## config.mk

```make
export PLATFORM = sky130hd
export DESIGN_NAME = cmac_link_monitor
export DESIGN_NICKNAME = d
export VERILOG_FILES = /design/src/rtl/cmac_link_monitor.sv
export SDC_FILE = /design/constraint.sdc
export NUM_CORES = 1
export LEC_CHECK = 0
export ABC_CLOCK_PERIOD_IN_PS = 5500
export CORE_MARGIN = 2
export CORE_UTILIZATION = 49
export DETAILED_ROUTE_END_ITERATION = 16
export HOLD_SLACK_MARGIN = 0.15
export PLACE_DENSITY_LB_ADDON = 0.1
export SLEW_MARGIN = 20
export SYNTH_ARGS = -nofsm -noshare
export SYNTH_HDL_FRONTEND = slang
export SYNTH_SLANG_ARGS = --single-unit
export TNS_END_PERCENT = 20
```

## constraint.sdc

```tcl
create_clock -name rx_clk -period 5.5 [get_ports rx_clk]
set_clock_uncertainty 0.1 [all_clocks]
set_input_delay 0.825 -clock rx_clk [delete_from_list [all_inputs] [get_ports rx_clk]]
set_output_delay 0.825 -clock rx_clk [all_outputs]
set_load 0.1 [all_outputs]
```

## src/rtl/cmac_link_monitor.sv

```systemverilog
// Qualifies CMAC rx alignment into a debounced link_up with event pulses,
// saturating drop/retry counters and a time-to-align capture for status.
module cmac_link_monitor #(
   parameter int unsigned UP_DEBOUNCE = 3222656,
   parameter int unsigned CNT_W       = 16,
   parameter int unsigned TIMER_W     = 32
) (
   input  logic               rx_clk,
   input  logic               rx_reset,
   input  logic               sync_rx_aligned,
   input  logic               reset_rx_datapath,
   input  logic               clear_counters,
   output logic               link_up,
   output logic               link_up_pulse,
   output logic               link_down_pulse,
   output logic [CNT_W-1:0]   link_drop_count,
   output logic [CNT_W-1:0]   retry_count,
   output logic [TIMER_W-1:0] last_align_time
);

   // Debounce counter only has to hold UP_DEBOUNCE-1.
   localparam int unsigned     DB_W    = (UP_DEBOUNCE > 1) ? $clog2(UP_DEBOUNCE) : 1;
   localparam logic [DB_W-1:0] DB_LOAD = DB_W'(UP_DEBOUNCE - 1);

   typedef enum logic [1:0] {S_DOWN, S_QUAL, S_UP} state_t;

   state_t             state_q, state_d;
   logic [DB_W-1:0]    db_q, db_d;
   logic [TIMER_W-1:0] timer_q, timer_d;
   logic               rdp_q;
   logic               up_q, up_d;
   logic               upp_q, upp_d;
   logic               dnp_q, dnp_d;
   logic [CNT_W-1:0]   drop_q, drop_d;
   logic [CNT_W-1:0]   retry_q, retry_d;
   logic [TIMER_W-1:0] last_q, last_d;
   logic               abort;

   assign abort = ~sync_rx_aligned | reset_rx_datapath;

   always_comb begin
      state_d = state_q;
      db_d    = db_q;
      up_d    = up_q;
      upp_d   = 1'b0;
      dnp_d   = 1'b0;
      drop_d  = drop_q;
      retry_d = retry_q;
      last_d  = last_q;
      timer_d = timer_q;

      case (state_q)
         S_DOWN: begin
            if (!abort) begin
               state_d = S_QUAL;
               db_d    = DB_LOAD;
            end
         end
         S_QUAL: begin
            if (abort) begin
               state_d = S_DOWN;
            end else if (db_q != '0) begin
               db_d = db_q - 1'b1;
            end else begin
               state_d = S_UP;
               up_d    = 1'b1;
               upp_d   = 1'b1;
               last_d  = timer_q;
            end
         end
         S_UP: begin
            if (abort) begin
               state_d = S_DOWN;
               up_d    = 1'b0;
               dnp_d   = 1'b1;
               if (drop_q != '1) drop_d = drop_q + 1'b1;
            end
         end
         default: state_d = S_DOWN;
      endcase

      // Timer measures time since the datapath reset ended; frozen while up.
      if (reset_rx_datapath)                     timer_d = '0;
      else if (state_q != S_UP && timer_q != '1) timer_d = timer_q + 1'b1;

      if (reset_rx_datapath && !rdp_q && retry_q != '1) retry_d = retry_q + 1'b1;

      if (clear_counters) begin
         drop_d  = '0;
         retry_d = '0;
         last_d  = '0;
      end
   end

   always_ff @(posedge rx_clk or posedge rx_reset) begin
      if (rx_reset) begin
         state_q <= S_DOWN;
         db_q    <= '0;
         timer_q <= '0;
         rdp_q   <= 1'b0;
         up_q    <= 1'b0;
         upp_q   <= 1'b0;
         dnp_q   <= 1'b0;
         drop_q  <= '0;
         retry_q <= '0;
         last_q  <= '0;
      end else begin
         state_q <= state_d;
         db_q    <= db_d;
         timer_q <= timer_d;
         rdp_q   <= reset_rx_datapath;
         up_q    <= up_d;
         upp_q   <= upp_d;
         dnp_q   <= dnp_d;
         drop_q  <= drop_d;
         retry_q <= retry_d;
         last_q  <= last_d;
      end
   end

   assign link_up         = up_q;
   assign link_up_pulse   = upp_q;
   assign link_down_pulse = dnp_q;
   assign link_drop_count = drop_q;
   assign retry_count     = retry_q;
   assign last_align_time = last_q;

endmodule

```

==> impl_metrics.toml <==
[outcome]
status = "completed"

[grt]
grt_pass1_vias = 5203
grt_pass1_wl_mm = 25.0
grt_usage = 0.222
grt_max_degree = 66
grt_overflow = 0
antenna_found_initial = 0

[setup_path]
slowest_delay_ps = 530
crit_start = "reset_rx_datapath"
cp-end-kind = "flop"
cp_cell_sequence = "clkdlybuf4s50_1 > buf_4 > or3b_1 > nor3_1 > nand3_1 > or4_1 > a21oi_1"
criticalPathCategory = "in2reg"
arrival_ps = 3340
critical_path.startpoint_type = "primary input"
worstPathRequired_ps = 5730
slowest_stage = "or3b_1"
path_max_fanout = 39
reg2regPathDepth = 9
critPathBufInv = 2
r2r_setup_slack_ps = 2600
cp.depth = 7
cpLargestDelayFamily = "simple AND/OR/NAND/NOR gates"
r2r_start = "db_q[0]$_DFFE_PP0P_"

[floorplan]
die_y_um = 118
coreArea_um2 = 12600
die_w_um = 118
initial_core_util = 0.502
die_area_um2 = 13800
rows = 41
pin_count = 72

[routing]
drt_iter0_drc = 373
post_drt_wl_per_cell_um = 16.0
ant_nets = 0
vias_per_cell = 5.81
drt_first_pass_iters = 6
finalWirelength_mm = 14.7
num_vias = 5351
drcViolationCount = 0

[timing]
finalSetupViolCount = 0
fin_tns_setup_ps = 0
fin_crit_ps = 3110
finalCritPeriodShare = 0.566
fmax_mhz = 321
rsz0062_at_grt = "no"
slew_viol_final = 0
worst_pin_slew_ps = 1040
finalHoldViolCount = 0
max-slew-margin-rel = 0.302

[yosys]
mappedNetlistNets = 683
synth_adder_area_share = 0.00791
netlist_area_um2 = 6330
synth_top_area_cell = "dfrtp_1"
synth_compound_area_frac = 0.151
ys_warn_count = 0
avgSynthCellArea_um2 = 9.39
ys_types = 49
synthTopCellsByArea = "dfrtp_1 49%, nand2_1 4.6%, a21oi_1 4.0%, a21oi_2 3.9%, or3_1 3.5%"
syn_inst = 674
synth_ff_type = "dfrtp_1"
synthTopCellsByCount = "124 x dfrtp_1, 78 x nand2_1, 50 x a21oi_1, 38 x nor2_1"
synth-async-reset-ratio = 1.00
muxShareOfSynthArea = 0.00514
synthXorXnorAreaFrac = 0.0360
synth-simple-area-share = 0.272
synth_top_family_by_area = "simple AND/OR/NAND/NOR gates"
synth.most_common_cell = "dfrtp_1"
synth-edff-count = 0
ys_ff_latch = 124
synth_top_area_frac = 0.490
ys_seq_area_frac = 0.490

[clocking]
cts_setup_buffers = 0
cts_buffer_depth = 2
cts_buffers = 17
cts_tree = "done"
clock-sinks = 124
clk_latency_ps = 410
clkTransAtPathRegs_ps = 50
cts-resized-gates = 0
htree_levels = 4
cts_hold_buf = 0
cts-root-buf = "clkbuf_16"

[job]
cap_violations = 0

[min_path]
min_path_type = "reg2reg"
hp-start = "link_up$_DFFE_PP0P_"
hold_path_depth = 1

[power_and_ir_drop]
p_leak_nw = 2.93
powerDensity_nw_per_um2 = 289
max-vdd-ir-drop_v = 0.000230

[placement]
dp_hpwl_mm = 9.83
gp_congestion = 0.804
io_buffers = 71
place_area_um2 = 7130

[layout]
layout.nets = 745
finish.utilization = 0.618
antenna_cells = 0
syn_to_final_growth_pct = 23.1
drive_above_1_share = 0.142
finalInstanceArea_um2 = 7790
layout make-up:
cell class | count | area, µm²
fill | 1130 | 4830
sequential | 124 | 3100
multi-input combinational | 502 | 2990
timing repair buffer | 79 | 766
clock buffer | 21 | 480
tap | 172 | 215
clock inverter | 11 | 188
inverter | 12 | 52.6
placed cells by master (no fill, tap or decap), types with 14 or more instances in the layout:
cell / synthesis / routed
nand3_1: 32 / 32
dfrtp_1: 124 / 124
nand2_2: 26 / 26
a21oi_1: 50 / 50
nor2_1: 38 / 38
clkdlybuf4s50_1: 0 / 70
clkbuf_16: 0 / 17
o31ai_1: 19 / 19
nand2_1: 78 / 78
nand4_1: 21 / 21
or3_1: 35 / 35
a21oi_2: 28 / 28
or4_1: 24 / 24
o21ai_0: 35 / 34
xor2_1: 14 / 14
through the flow:
step | setup WS [ps] | hold WS, ps | cells | total power [W]
2_1_floorplan | 1280 | 363 | 674 | 0.00100
3_3_place_gp | 2040 | 361 | 889 | 0.00102
3_5_place_dp | 2000 | 373 | 889 | 0.00103
4_1_cts | 2430 | 390 | 921 | 0.00228
5_1_grt | 2220 | 420 | 921 | 0.00233
6_report | 2390 | 384 | 921 | 0.00226
sequential cells by signal (all words and copies together), names as in the netlist:
signal / flops
db_q: 22
last_align_time: 32
link_down_pulse: 1
link_drop_count: 16
link_up: 1
link_up_pulse: 1
rdp_q: 1
retry_count: 16
state_q: 2
timer_q: 32
cell families (layout without fill, tap and decap cells):
group	Yosys count	in the layout
AO/OA/AOI/OAI	150	150
XOR/XNOR	26	26
adder cells (fa/ha/maj)	4	4
buffers and inverters	48	123
flip-flops	124	124
multiplexers	3	3
AND/OR/NAND/NOR	319	319
power by group:
part           switching (W)  internal (W)   total, W
combinational      0.0000585     0.0000189  0.0000774
sequential         0.0000107      0.000921   0.000932
clock               0.000397      0.000850    0.00125
metal layers:
metal	track usage	wire [µm]
met1	0.290	6820
met2	0.364	7270
met3	0.0572	556
met4	0.0670	97
met5	0	0
worst paths after layout:
path / end
min: link_up$_DFFE_PP0P_
max: db_q[14]$_DFFE_PP0P_
max in group asynchronous: timer_q[22]$_DFFE_PP0P_
min reg2reg: link_up$_DFFE_PP0P_
max reg2reg: last_align_time[0]$_DFFE_PP0P_
min in group asynchronous: link_drop_count[5]$_DFFE_PP0P_
(Power assumes the default switching activity.)
